===== config.mk =====
export PLATFORM = sky130hd
export DESIGN_NAME = subpel_row_sched
export DESIGN_NICKNAME = d
export VERILOG_FILES = /design/src/rtl/subpel_row_sched.sv
export SDC_FILE = /design/constraint.sdc
export NUM_CORES = 1
export LEC_CHECK = 0
export CORE_ASPECT_RATIO = 0.75
export CORE_MARGIN = 4
export CORE_UTILIZATION = 55
export DETAILED_ROUTE_END_ITERATION = 10
export DONT_BUFFER_PORTS = 1
export HOLD_SLACK_MARGIN = 0.12
export PLACE_DENSITY = 0.77
export SLEW_MARGIN = 15
export SYNTH_ARGS = -nofsm -noshare
export SYNTH_HDL_FRONTEND = slang
export SYNTH_SLANG_ARGS = --single-unit
export TNS_END_PERCENT = 100

===== constraint.sdc =====
create_clock -name clock -period 4.45 [get_ports clock]
set_input_delay 0.445 -clock clock [delete_from_list [all_inputs] [get_ports clock]]
set_output_delay 0.445 -clock clock [all_outputs]
set_load 0.01 [all_outputs]

===== src/rtl/subpel_row_sched.sv =====
// subpel_row_sched: row scheduler for the 8-tap HEVC luma sub-pel filters.
// Builds a sliding 8-pixel window from the input stream and presents it to
// FIR_A/B/C in parallel. It tags each full window, then captures the result
// selected by frac when the tag leaves the filter-latency pipeline. Results are
// buffered in an output FIFO. A credit check on FIFO space stops new pixels
// while the FIFO plus in-flight tags would exceed the FIFO depth.
// Optional feature: define SUBPEL_FULLPEL_EN to accept frac=0 (full-pel copy
// of window byte 3, delayed to line up with the filter results).
module subpel_row_sched #(
  parameter int ROW_W     = 16,
  parameter int FILT_LAT  = 1,
  parameter int OFIFO_DEP = 4
) (
  input  logic        clock,
  input  logic        reset_L,
  input  logic        start,
  input  logic [1:0]  frac,
  output logic        busy,
  output logic        done,
  output logic        err,
  input  logic [7:0]  pix_in,
  input  logic        pix_valid,
  output logic        pix_ready,
  output logic [63:0] filt_win,
  input  logic [7:0]  res_a,
  input  logic [7:0]  res_b,
  input  logic [7:0]  res_c,
  output logic [7:0]  out_pix,
  output logic        out_valid,
  input  logic        out_ready,
  output logic        out_last
);

  localparam int PC_W  = $clog2(ROW_W + 8);
  localparam int PTR_W = $clog2(OFIFO_DEP);
  localparam int CNT_W = $clog2(OFIFO_DEP + 1);
  // Stage 0 marks "window presented"; FILT_LAT more stages cover the filter latency.
  localparam int STG   = FILT_LAT + 1;
  localparam int INF_W = $clog2(STG + 1);
  localparam logic [PC_W-1:0]  PIX_LAST     = PC_W'(ROW_W + 7);
  localparam logic [PC_W-1:0]  PIX_PRE_LAST = PC_W'(ROW_W + 6);
  localparam logic [PC_W-1:0]  PIX_PRE_TAG  = PC_W'(7);
  localparam logic [PTR_W-1:0] PTR_MAX      = PTR_W'(OFIFO_DEP - 1);

  typedef enum logic [1:0] {ST_IDLE, ST_RUN, ST_DRAIN, ST_DONE} state_t;

  state_t            state_reg, state_next;
  logic [1:0]        frac_reg;
  logic [PC_W-1:0]   pix_cnt_reg;
  logic [63:0]       win_reg, win_next;
  logic [STG-1:0]    tag_reg, last_reg;
  logic [INF_W-1:0]  inflight;
  logic [CNT_W-1:0]  fifo_cnt_reg;
  logic [PTR_W-1:0]  wr_ptr_reg, rd_ptr_reg;
  logic [7:0]        fifo_data_reg [OFIFO_DEP];
  logic              fifo_last_reg [OFIFO_DEP];
  logic              err_reg;
  logic              frac_ok, start_ok, start_bad;
  logic              accept, issue, issue_last, push, pop;
  logic [7:0]        push_data;
  logic [31:0]       credit_sum;

`ifdef SUBPEL_FULLPEL_EN
  assign frac_ok = 1'b1;
`else
  assign frac_ok = (frac != 2'd0);
`endif

  assign start_ok   = (state_reg == ST_IDLE) && start && frac_ok;
  assign start_bad  = (state_reg == ST_IDLE) && start && !frac_ok;
  assign accept     = pix_valid && pix_ready;
  // Pixels 8..ROW_W+7 each complete a window worth filtering.
  assign issue      = accept && (pix_cnt_reg >= PIX_PRE_TAG);
  assign issue_last = accept && (pix_cnt_reg == PIX_PRE_LAST);
  assign win_next   = accept ? {pix_in, win_reg[63:8]} : win_reg;
  assign credit_sum = 32'(fifo_cnt_reg) + 32'(inflight);
  assign push       = tag_reg[STG-1];
  assign pop        = out_valid && out_ready;

  // Count tags still travelling through the filters
  always_comb begin
    inflight = '0;
    for (int i = 0; i < STG; i++) begin
      inflight = inflight + INF_W'(tag_reg[i]);
    end
  end

  // Next-state and status outputs
  always_comb begin
    state_next = state_reg;
    busy       = (state_reg != ST_IDLE);
    done       = (state_reg == ST_DONE);
    pix_ready  = (state_reg == ST_RUN) && (credit_sum < 32'(OFIFO_DEP));
    case (state_reg)
      ST_IDLE:  if (start_ok) state_next = ST_RUN;
      ST_RUN:   if (accept && (pix_cnt_reg == PIX_PRE_LAST)) state_next = ST_DRAIN;
      ST_DRAIN: if ((inflight == '0) && (fifo_cnt_reg == '0)) state_next = ST_DONE;
      ST_DONE:  state_next = ST_IDLE;
      default:  state_next = ST_IDLE;
    endcase
  end

  // State register, latched fractional position and error pulse
  always_ff @(posedge clock or negedge reset_L) begin
    if (!reset_L) begin
      state_reg <= ST_IDLE;
      frac_reg  <= 2'd0;
      err_reg   <= 1'b0;
    end else begin
      state_reg <= state_next;
      err_reg   <= start_bad;
      if (start_ok) frac_reg <= frac;
    end
  end

  // Pixel counter: cleared in IDLE, saturates at the last pixel of the row
  always_ff @(posedge clock or negedge reset_L) begin
    if (!reset_L) begin
      pix_cnt_reg <= '0;
    end else if (state_reg == ST_IDLE) begin
      pix_cnt_reg <= '0;
    end else if (accept && (pix_cnt_reg != PIX_LAST)) begin
      pix_cnt_reg <= pix_cnt_reg + PC_W'(1);
    end
  end

  // Sliding window: newest pixel enters byte 7, holds when nothing is accepted
  always_ff @(posedge clock or negedge reset_L) begin
    if (!reset_L) begin
      win_reg <= '0;
    end else begin
      win_reg <= win_next;
    end
  end

  // Tag and last-flag pipelines matching the filter latency
  always_ff @(posedge clock or negedge reset_L) begin
    if (!reset_L) begin
      tag_reg  <= '0;
      last_reg <= '0;
    end else begin
      tag_reg  <= {tag_reg[STG-2:0], issue};
      last_reg <= {last_reg[STG-2:0], issue_last};
    end
  end

`ifdef SUBPEL_FULLPEL_EN
  genvar gi;
  // Full-pel delay line: byte 3 of each new window travels with its tag
  for (gi = 0; gi < STG; gi++) begin : g_fp
    logic [7:0] data_reg;
    if (gi == 0) begin : g_head
      // First stage captures byte 3 of the window being formed
      always_ff @(posedge clock or negedge reset_L) begin
        if (!reset_L) data_reg <= '0;
        else          data_reg <= win_next[31:24];
      end
    end else begin : g_tail
      // Later stages shift the captured byte along
      always_ff @(posedge clock or negedge reset_L) begin
        if (!reset_L) data_reg <= '0;
        else          data_reg <= g_fp[gi-1].data_reg;
      end
    end
  end
`endif

  // Result select by latched fractional position
  always_comb begin
    push_data = 8'd0;
    case (frac_reg)
      2'd1:    push_data = res_a;
      2'd2:    push_data = res_b;
      2'd3:    push_data = res_c;
      default: begin
`ifdef SUBPEL_FULLPEL_EN
        push_data = g_fp[STG-1].data_reg;
`else
        push_data = 8'd0;
`endif
      end
    endcase
  end

  // Output FIFO: credit rule guarantees a push never finds it full without a pop
  always_ff @(posedge clock or negedge reset_L) begin
    if (!reset_L) begin
      wr_ptr_reg   <= '0;
      rd_ptr_reg   <= '0;
      fifo_cnt_reg <= '0;
      for (int i = 0; i < OFIFO_DEP; i++) begin
        fifo_data_reg[i] <= 8'd0;
        fifo_last_reg[i] <= 1'b0;
      end
    end else begin
      if (push) begin
        fifo_data_reg[wr_ptr_reg] <= push_data;
        fifo_last_reg[wr_ptr_reg] <= last_reg[STG-1];
        wr_ptr_reg <= (wr_ptr_reg == PTR_MAX) ? '0 : wr_ptr_reg + PTR_W'(1);
      end
      if (pop) begin
        rd_ptr_reg <= (rd_ptr_reg == PTR_MAX) ? '0 : rd_ptr_reg + PTR_W'(1);
      end
      if (push && !pop) begin
        fifo_cnt_reg <= fifo_cnt_reg + CNT_W'(1);
      end else if (!push && pop) begin
        fifo_cnt_reg <= fifo_cnt_reg - CNT_W'(1);
      end
    end
  end

  assign err       = err_reg;
  assign filt_win  = win_reg;
  assign out_valid = (fifo_cnt_reg != '0);
  assign out_pix   = fifo_data_reg[rd_ptr_reg];
  assign out_last  = out_valid && fifo_last_reg[rd_ptr_reg];

endmodule


* After elaboration in Yosys (flattened, before gate mapping) *
Cells that the tools add are included.
Widths: inputs -> output; s select.

cells by class
  $add $sub $neg = 7
  magnitude comparators = 5
  equal/unequal tests = 13
  multiplexer cells = 23
  bitwise logic cells = 2
  reduce and logical (&&, ||, !) cells = 26

operators by type and width
  kind                 number
  $bwmux 32            1
  $mux 8               3
  $pmux 8 s3           1
  $bmux 8 s2           1
  $demux 8 s2          1
  $logic_and 1x1->1    14
  $eq 2x2->1 const B   6
  $mux 2               5
  $mux 5               2
  $pmux 2 s4           1
  $reduce_bool 2->1    4
  $ge 3x3->1 const B   2
  $mux 3               2
  $ne 2x2->1 const B   3
  $not 2->3            2
  $add 5x1->5 const B  1
  $eq 5x5->1 const B   1
  $ge 5x3->1 const B   1
  $ne 5x5->1 const B   1
  $add 2x1->2 const B  2
  $add 3x2->4          1
  $bwmux 4             1
  $eq 2x1->1 const B   2
  $logic_not 2->1      2
  other kinds (12)     16

storage, ports and cells
  register bits after elaboration = 121
  input bits = 39
  output and inout bits = 78

* Logic depth before layout (Yosys ltp) *
Gate-level depths: netlist of run 1.

  depth after elaboration = 8
  mapped depth = 9
  mapped depth without buffers = 9

* Worst setup path before layout of run 1 *
No wires, ideal clock.

  path kind = flip-flop to flip-flop
  start point = reg tag_reg[1]
  end point = reg state_reg[1]
  library setup time = 127 ps
  data arrival time = 1901 ps
  required time = 4323 ps
  path slack = 2422 ps
  cell stages (with the launch flop) = 7
  path buffers = 0
  period minus slack after synthesis = 2028 ps
  path through = dfrtp_1 ha_1 ha_1 and4bb_4 nand3_2 a222oi_1 mux2_1

between the ends
  cells in the longest elaborated chain, start to end = 8
  elaborated cells between the ends (all ways) = 11
  those cells by class = add/sub: 2; order compare: 1; eq/ne: 2; reduce/logical: 6

ends and longest elaborated chain
  what                                 line  source
  from (decl)                          51    logic [STG-1:0] tag_reg, last_reg;
  from (signal assigned)               142   tag_reg <= {tag_reg[STG-2:0], issue};
  $add 1x1->2 *                        84    inflight = inflight + INF_W'(tag_reg[i]);
  $add 3x2->4                          76    assign credit_sum = 32'(fifo_cnt_reg) + 32'(inflight);
  $lt 4x3->1                           93    pix_ready = (state_reg == ST_RUN) && (credit_sum < 32'(OFIFO_DEP));
  $logic_and 1x1->1                    93
  $logic_and 1x1->1                    71    assign accept = pix_valid && pix_ready;
  $logic_and 1x1->1                    96    ST_RUN: if (accept && (pix_cnt_reg == PIX_PRE_LAST)) state_next = ST_DRAIN;
  $ne 2x2->1 (no source line)          -
  $reduce_and 3->1 (no source line) *  -
  to (signal assigned)                 110   state_reg <= state_next;
  to (decl)                            47    state_t state_reg, state_next;

Mark *: on every way between the ends. The rest lies on a longest branch, timed or not.
A chain may end at the register's enable or synchronous reset.

* Worst setup path after layout of run 1 *
  start point = reg tag_reg[1]
  end point = reg win_reg[32] (netlist: filt_win[32])

between the ends
  cells in the longest elaborated chain, start to end = 5

ends and longest elaborated chain
  what                  line  source
  $add 1x1->2           84
  $add 3x2->4           76
  $lt 4x3->1            93
  $logic_and 1x1->1     93
  $logic_and 1x1->1     71
  to (signal assigned)  132   win_reg <= win_next;
  to (decl)             50    logic [63:0] win_reg, win_next;

No other way between the ends.

==> flow_metrics.tcl, run 1 <==
set metrics [dict create \
    run_status "complete, no violations" \
    crit_type "flip-flop to flip-flop" \
    clockRootBuffer "clkbuf_16" \
    syn_inst 389 \
    grt_start_max_net_pins 122 \
    die_y_um 92.1 \
    first_iter_violations 160 \
    clk_latency_ns 0.40 \
    grt_pass1_wl_um 17000 \
    preCtsSetupSlack_ns 1.61 \
    cpMostUsedCell "ha_1" \
    fin_tns_setup_ns 0 \
    clock.fmax_mhz 351 \
    total_leakage_power_nw 2.59 \
    multi_input_area_um2 2000 \
    post_cts_buffers 0 \
    netlist_area_um2 5190 \
    synth_warnings 0 \
    layout-drive-gt1-share 0.193 \
    cp_cell_sequence "ha_1 -> ha_1 -> nand3_2 -> nand2_2 -> buf_4 -> mux2_1" \
    synth.avg_cell_area_um2 13.3 \
    grt_pass1_vias 3232 \
    synth_seq_cells 121 \
    fill_cells 706 \
    syn2layout_area_growth_pct 13.8 \
    cp.required_ns 4.73 \
    synth_async_sr_flop_share 1.00 \
    clock_skew_ns 0.00766 \
    diodes 0 \
    h-tree-depth 4 \
    setup_ws_ns 1.60 \
    start_util 0.569 \
    drt-wirelength-per-cell_um 19.5 \
    num_vias 3016 \
    die_w_um 120 \
    final-hold-violation-count 0 \
    dieArea_um2 11100 \
    worst_pin_slew_ns 0.928 \
    seq_area_frac_synth 0.584 \
    clk_pin_slew_ns 0.05 \
    cp_max_fo 39 \
    worstHoldPathType "primary input to flip-flop" \
    drv_cap 0 \
    io_pins 117 \
    mostFrequentLayoutCells "121 x dfrtp_1, 45 x mux2_1, 39 x nor2_1" \
    layout_commonest_cell "dfrtp_1" \
    cts_sinks 121 \
    grt_antenna_before_repair 1 \
    viasPerCell 5.67 \
    synth_edf_count 0 \
    drt_wl_total_um 10400 \
    max_stage_delay_ns 0.71 \
    coreArea_um2 9120 \
    hpwl_um 6910 \
    fin_crit_ns 2.85 \
    gp_congestion 0.778 \
    crit_slowest_cell "nand2_2" \
    syn-num-nets 444 \
    finalNetCount 447 \
    cp-start-kind "flip-flop" \
    ys_types 35 \
    clockBufferDepth 2 \
    relSlewSlack 0.379 \
    largest_reg_flops 64 \
    rsz0062_at_grt "false" \
    crit_path_end_kind "flip-flop" \
    io_buffer_count 0 \
    setup_viol 0 \
    synth_top_flop_cell "dfrtp_1" \
    power_density_nw_per_um2 750 \
    vdd_drop_max_mv 0.476 \
    drv_slew 0 \
    cts_tree "yes" \
    drtAntennaViolNets 0 \
    rows 30 \
    finalCritPeriodShare 0.639 \
    firstDrtPassIters 4 \
    drc 0 \
    grtUsageTotal 0.201 \
    overflow 0 \
    cts_buffers 17 \
    seqCellArea_um2 3030 \
    worstPathArrival_ns 3.12 \
]
==> per-layer routing <==
metal | GRT usage | wire (um) | part of all wire | up-vias
li1 | - | - | - | 1375
met4 | 0.0801 | 121 | 0.012 | 2
met1 | 0.250 | 4380 | 0.42 | 1541
met3 | 0.0734 | 747 | 0.072 | 14
met5 | 0 | 7 | 0.00067 | -
met2 | 0.322 | 5140 | 0.49 | 84
==> final cells by class <==
cell class | count | share of cell area
Clock buffer | 23 | 0.0826
Clock inverter | 8 | 0.0199
Sequential cell | 121 | 0.513
Timing Repair Buffer | 5 | 0.0110
Multi-Input combinational cell | 236 | 0.339
Inverter | 11 | 0.00699
Tap cell | 128 | 0.0271
==> final timing paths <==
kind	startpoint	to	slack, ns	cells after the start
worst max register to register	tag_reg[1]$_DFF_PN0_	filt_win[32]$_DFFE_PN0P_	1.60	6
worst min-delay path	pix_in[2]	filt_win[58]$_DFFE_PN0P_	0.17	1
max in group asynchronous	reset_L	fifo_cnt_reg[2]$_DFFE_PN0P_	3.32	2
worst max-delay path	tag_reg[1]$_DFF_PN0_	filt_win[32]$_DFFE_PN0P_	1.60	6
worst min register to register	last_reg[0]$_DFF_PN0_	last_reg[1]$_DFF_PN0_	0.34	0
min in group asynchronous	reset_L	fifo_data_reg[17]$_DFFE_PN0P_	0.66	2
==> critical path, delay by kind of cell (launching register included) <==
kind          cells  cell delay, ns
simple gates      2            0.85
mux               1            0.38
buf+inv           1            0.48
fa+ha+maj         2            0.52
flops             1            0.47
==> stage by stage <==
stage	power (mW)	hold slack (ns)	cell area [um^2]	util	cells
2_1_floorplan	2.74	0.149	5190	-	389
3_3_place_gp	2.93	0.153	5240	0.575	497
3_5_place_dp	3.02	0.153	5240	0.575	497
4_1_cts	4.48	0.158	5900	0.647	532
5_1_grt	4.68	0.159	5900	0.647	532
6_report	4.43	0.172	5900	0.647	532
==> cells by family after synthesis <==
| family | after synthesis | synth area share |
|---|---|---|
| flops | 121 | 0.584 |
| mux | 88 | 0.211 |
| simple gates | 75 | 0.0690 |
| compound gates | 51 | 0.0562 |
| buf+inv | 32 | 0.0306 |
| fa+ha+maj | 16 | 0.0400 |
| xor+xnor | 6 | 0.0101 |
==> power by group <==
group	switching (mW)	total, mW	internal [mW]
sequential	0.578	2.10	1.52
clock	0.464	1.40	0.933
combinational	0.434	0.926	0.493
==> cell usage after synthesis, types with 4 or more instances <==
cell type  instances  area [um^2]
xor2_1             4         35.0
clkbuf_1          12         45.0
mux2_1            45          507
nand2_1           11         41.3
mux2_2            34          383
mux4_2             9          203
nor2_1            39          146
dfrtp_1          121         3030
inv_1             11         41.3
buf_6              4         45.0
buf_2              4         20.0
a22oi_1            8         60.1
and2_1             5         31.3
nand3_1            5         25.0
a21oi_1           34          170
ha_1              15          188
==> timing repair <==
| item | in CTS | in global routing |
|---|---|---|
| hold endpoints to repair | 122 | 0 |
| hold buffers | 4 | 0 |
| gates resized for setup | 0 | 0 |
(Power assumes the default switching activity.)
==> inputs of run 2 (changes only) <==
--- a/config.mk
+++ b/config.mk
@@ -11,7 +11,7 @@
 export DETAILED_ROUTE_END_ITERATION = 10
 export DONT_BUFFER_PORTS = 1
 export HOLD_SLACK_MARGIN = 0.12
-export PLACE_DENSITY = 0.77
+export PLACE_DENSITY = 0.8
 export SLEW_MARGIN = 15
 export SYNTH_ARGS = -nofsm -noshare
 export SYNTH_HDL_FRONTEND = slang
==> constraint.sdc (replaced) <==
create_clock -name clock -period 2.57 [get_ports clock]
set_input_delay 0.257 -clock clock [delete_from_list [all_inputs] [get_ports clock]]
set_output_delay 0.257 -clock clock [all_outputs]
set_load 0.01 [all_outputs]
==> flow_metrics.tcl, run 2 (same netlist as run 1, synthesis figures left out) <==
set metrics [dict create \
    dieArea_um2 11100 \
    grt_pass1_wl_um 16800 \
    die_y_um 92.1 \
    syn2layout_area_growth_pct 15.3 \
    use_met2 0.293 \
    cts_hold_buf 12 \
    crit_slowest_cell "dfrtp_1" \
    violations "hold timing" \
    final_area_um2 5980 \
    stdcell_count 545 \
    io_pins 117 \
    clock_skew_ns 0.00703 \
    setup_viol 0 \
    max_stage_delay_ns 0.47 \
    place_area_um2 5290 \
    drt_wl_total_um 10100 \
    grt_start_max_net_pins 122 \
    fin_tns_setup_ns 0 \
    drv_slew 0 \
    overflow 0 \
    whs_ns -0.449 \
    worst_pin_slew_ns 0.715 \
    total_power_mw 7.48 \
    cpMostUsedCell "ha_1" \
    run_status "finished with violations" \
    rsz0062_at_grt "false" \
    num_vias 3051 \
    first_iter_violations 166 \
    worstPathArrival_ns 2.53 \
    grtUsageTotal 0.196 \
    diodes 0 \
    fin_crit_ns 2.25 \
    power_density_nw_per_um2 1250 \
    layout-drive-gt1-share 0.194 \
    vdd_drop_max_mv 0.654 \
    grt_busiest_layer "met2" \
    met1_usage 0.267 \
    start_util 0.569 \
    grt_use_met3 0.0561 \
    placedCellCount 502 \
    cp_cell_sequence "ha_1 -> ha_1 -> and4bb_4 -> nand3_2 -> a222oi_1 -> mux2_1" \
    io_buffer_count 0 \
    post_cts_buffers 0 \
    r2r_setup_slack_ns 0.32 \
    worstHoldPathType "primary input to asynchronous set/reset pin" \
    cts_sinks 121 \
    path_buf_inv 0 \
    viasPerCell 5.60 \
    clock.fmax_mhz 444 \
    cp.required_ns 2.85 \
    drtAntennaViolNets 0 \
    grt_pass1_vias 3264 \
    coreArea_um2 9120 \
    rows 30 \
    cp_max_fo 10 \
    clockBufferDepth 2 \
    die_w_um 120 \
    drv_cap 0 \
    layout_commonest_cell "dfrtp_1" \
    gp_congestion 0.793 \
    grt_antenna_before_repair 0 \
    clk_latency_ns 0.40 \
    finalNetCount 460 \
    crit_type "flip-flop to flip-flop" \
    crit_path_end_kind "flip-flop" \
    drt-wirelength-per-cell_um 18.6 \
    clockRootBuffer "clkbuf_16" \
    relSlewSlack 0.522 \
    cts_tree "yes" \
    firstDrtPassIters 7 \
    clk_pin_slew_ns 0.06 \
    total_leakage_power_nw 2.63 \
    drc 0 \
    cts_buffers 17 \
    hpwl_um 6650 \
    largest_reg_flops 64 \
    finalCritPeriodShare 0.877 \
    h-tree-depth 4 \
    critical_path.top_delay_family "simple AND/OR/NAND/NOR gates" \
    final-hold-violation-count 121 \
    mostFrequentLayoutCells "121 x dfrtp_1, 45 x mux2_1, 39 x nor2_1" \
    cp-start-kind "flip-flop" \
]
-- run 2: cell count changes in the layout (fill, tap and decap cells not counted), sizes merged --
cell / delta
bufinv: -1
dlygate4sd3: +9
clkinvlp: +1
buf: +4
-- run 2: final cells by class --
type	count	area (um^2)
Sequential cell	121	3030
Timing Repair Buffer	18	178
Clock inverter	8	95.1
Tap cell	128	160
Fill cell	681	3140
Multi-Input combinational cell	236	2000
Inverter	11	41.3
Clock buffer	23	478
-- run 2: routing by layer --
layer / up-vias / share of wire / routed length, um
met1: 1540 / 0.45 / 4530
met2: 94 / 0.47 / 4740
li1: 1400 / - / -
met5: - / 0 / 0
met3: 17 / 0.066 / 667
met4: 0 / 0.018 / 187
-- run 2: repair_timing --
action / 4_1_cts / 5_1_grt
endpoints found under the setup margin: 0 / 0
endpoints found under the hold margin: 132 / 121
resized for setup: 0 / 0
-- run 2: power by group --
part | total (mW) | internal, mW | switching (mW)
logic | 1.62 | 0.874 | 0.744
registers | 3.58 | 2.64 | 0.938
clock network | 2.28 | 1.49 | 0.790
-- run 2: worst register-to-register path, cell delays in order, from the launching register on --
cell and delay (ns):
dfrtp_1 0.47, ha_1 0.24, ha_1 0.19, and4bb_4 0.38
nand3_2 0.11, a222oi_1 0.37, mux2_1 0.37
-- run 2: final timing paths --
path                                  startpoint  cells after the start                      endpoint
max in group asynchronous                reset_L                      0          tag_reg[0]$_DFF_PN0_
hold / removal                           reset_L                      0      filt_win[14]$_DFFE_PN0P_
setup reg to reg            tag_reg[1]$_DFF_PN0_                      6      state_reg[1]$_DFFE_PN0P_
hold reg to reg            last_reg[0]$_DFF_PN0_                      0         last_reg[1]$_DFF_PN0_
setup / recovery            tag_reg[1]$_DFF_PN0_                      6      state_reg[1]$_DFFE_PN0P_
min in group clock                      res_b[6]                      2  fifo_data_reg[6]$_DFFE_PN0P_
-- run 2: per-stage QoR --
step / util / worst slack [ns]
finish: 0.656 / 0.316
CTS: 0.656 / 0.315
global placement: 0.580 / 0.461
detailed placement: 0.580 / 0.343
floorplan: - / 0.542
global route: 0.656 / 0.155
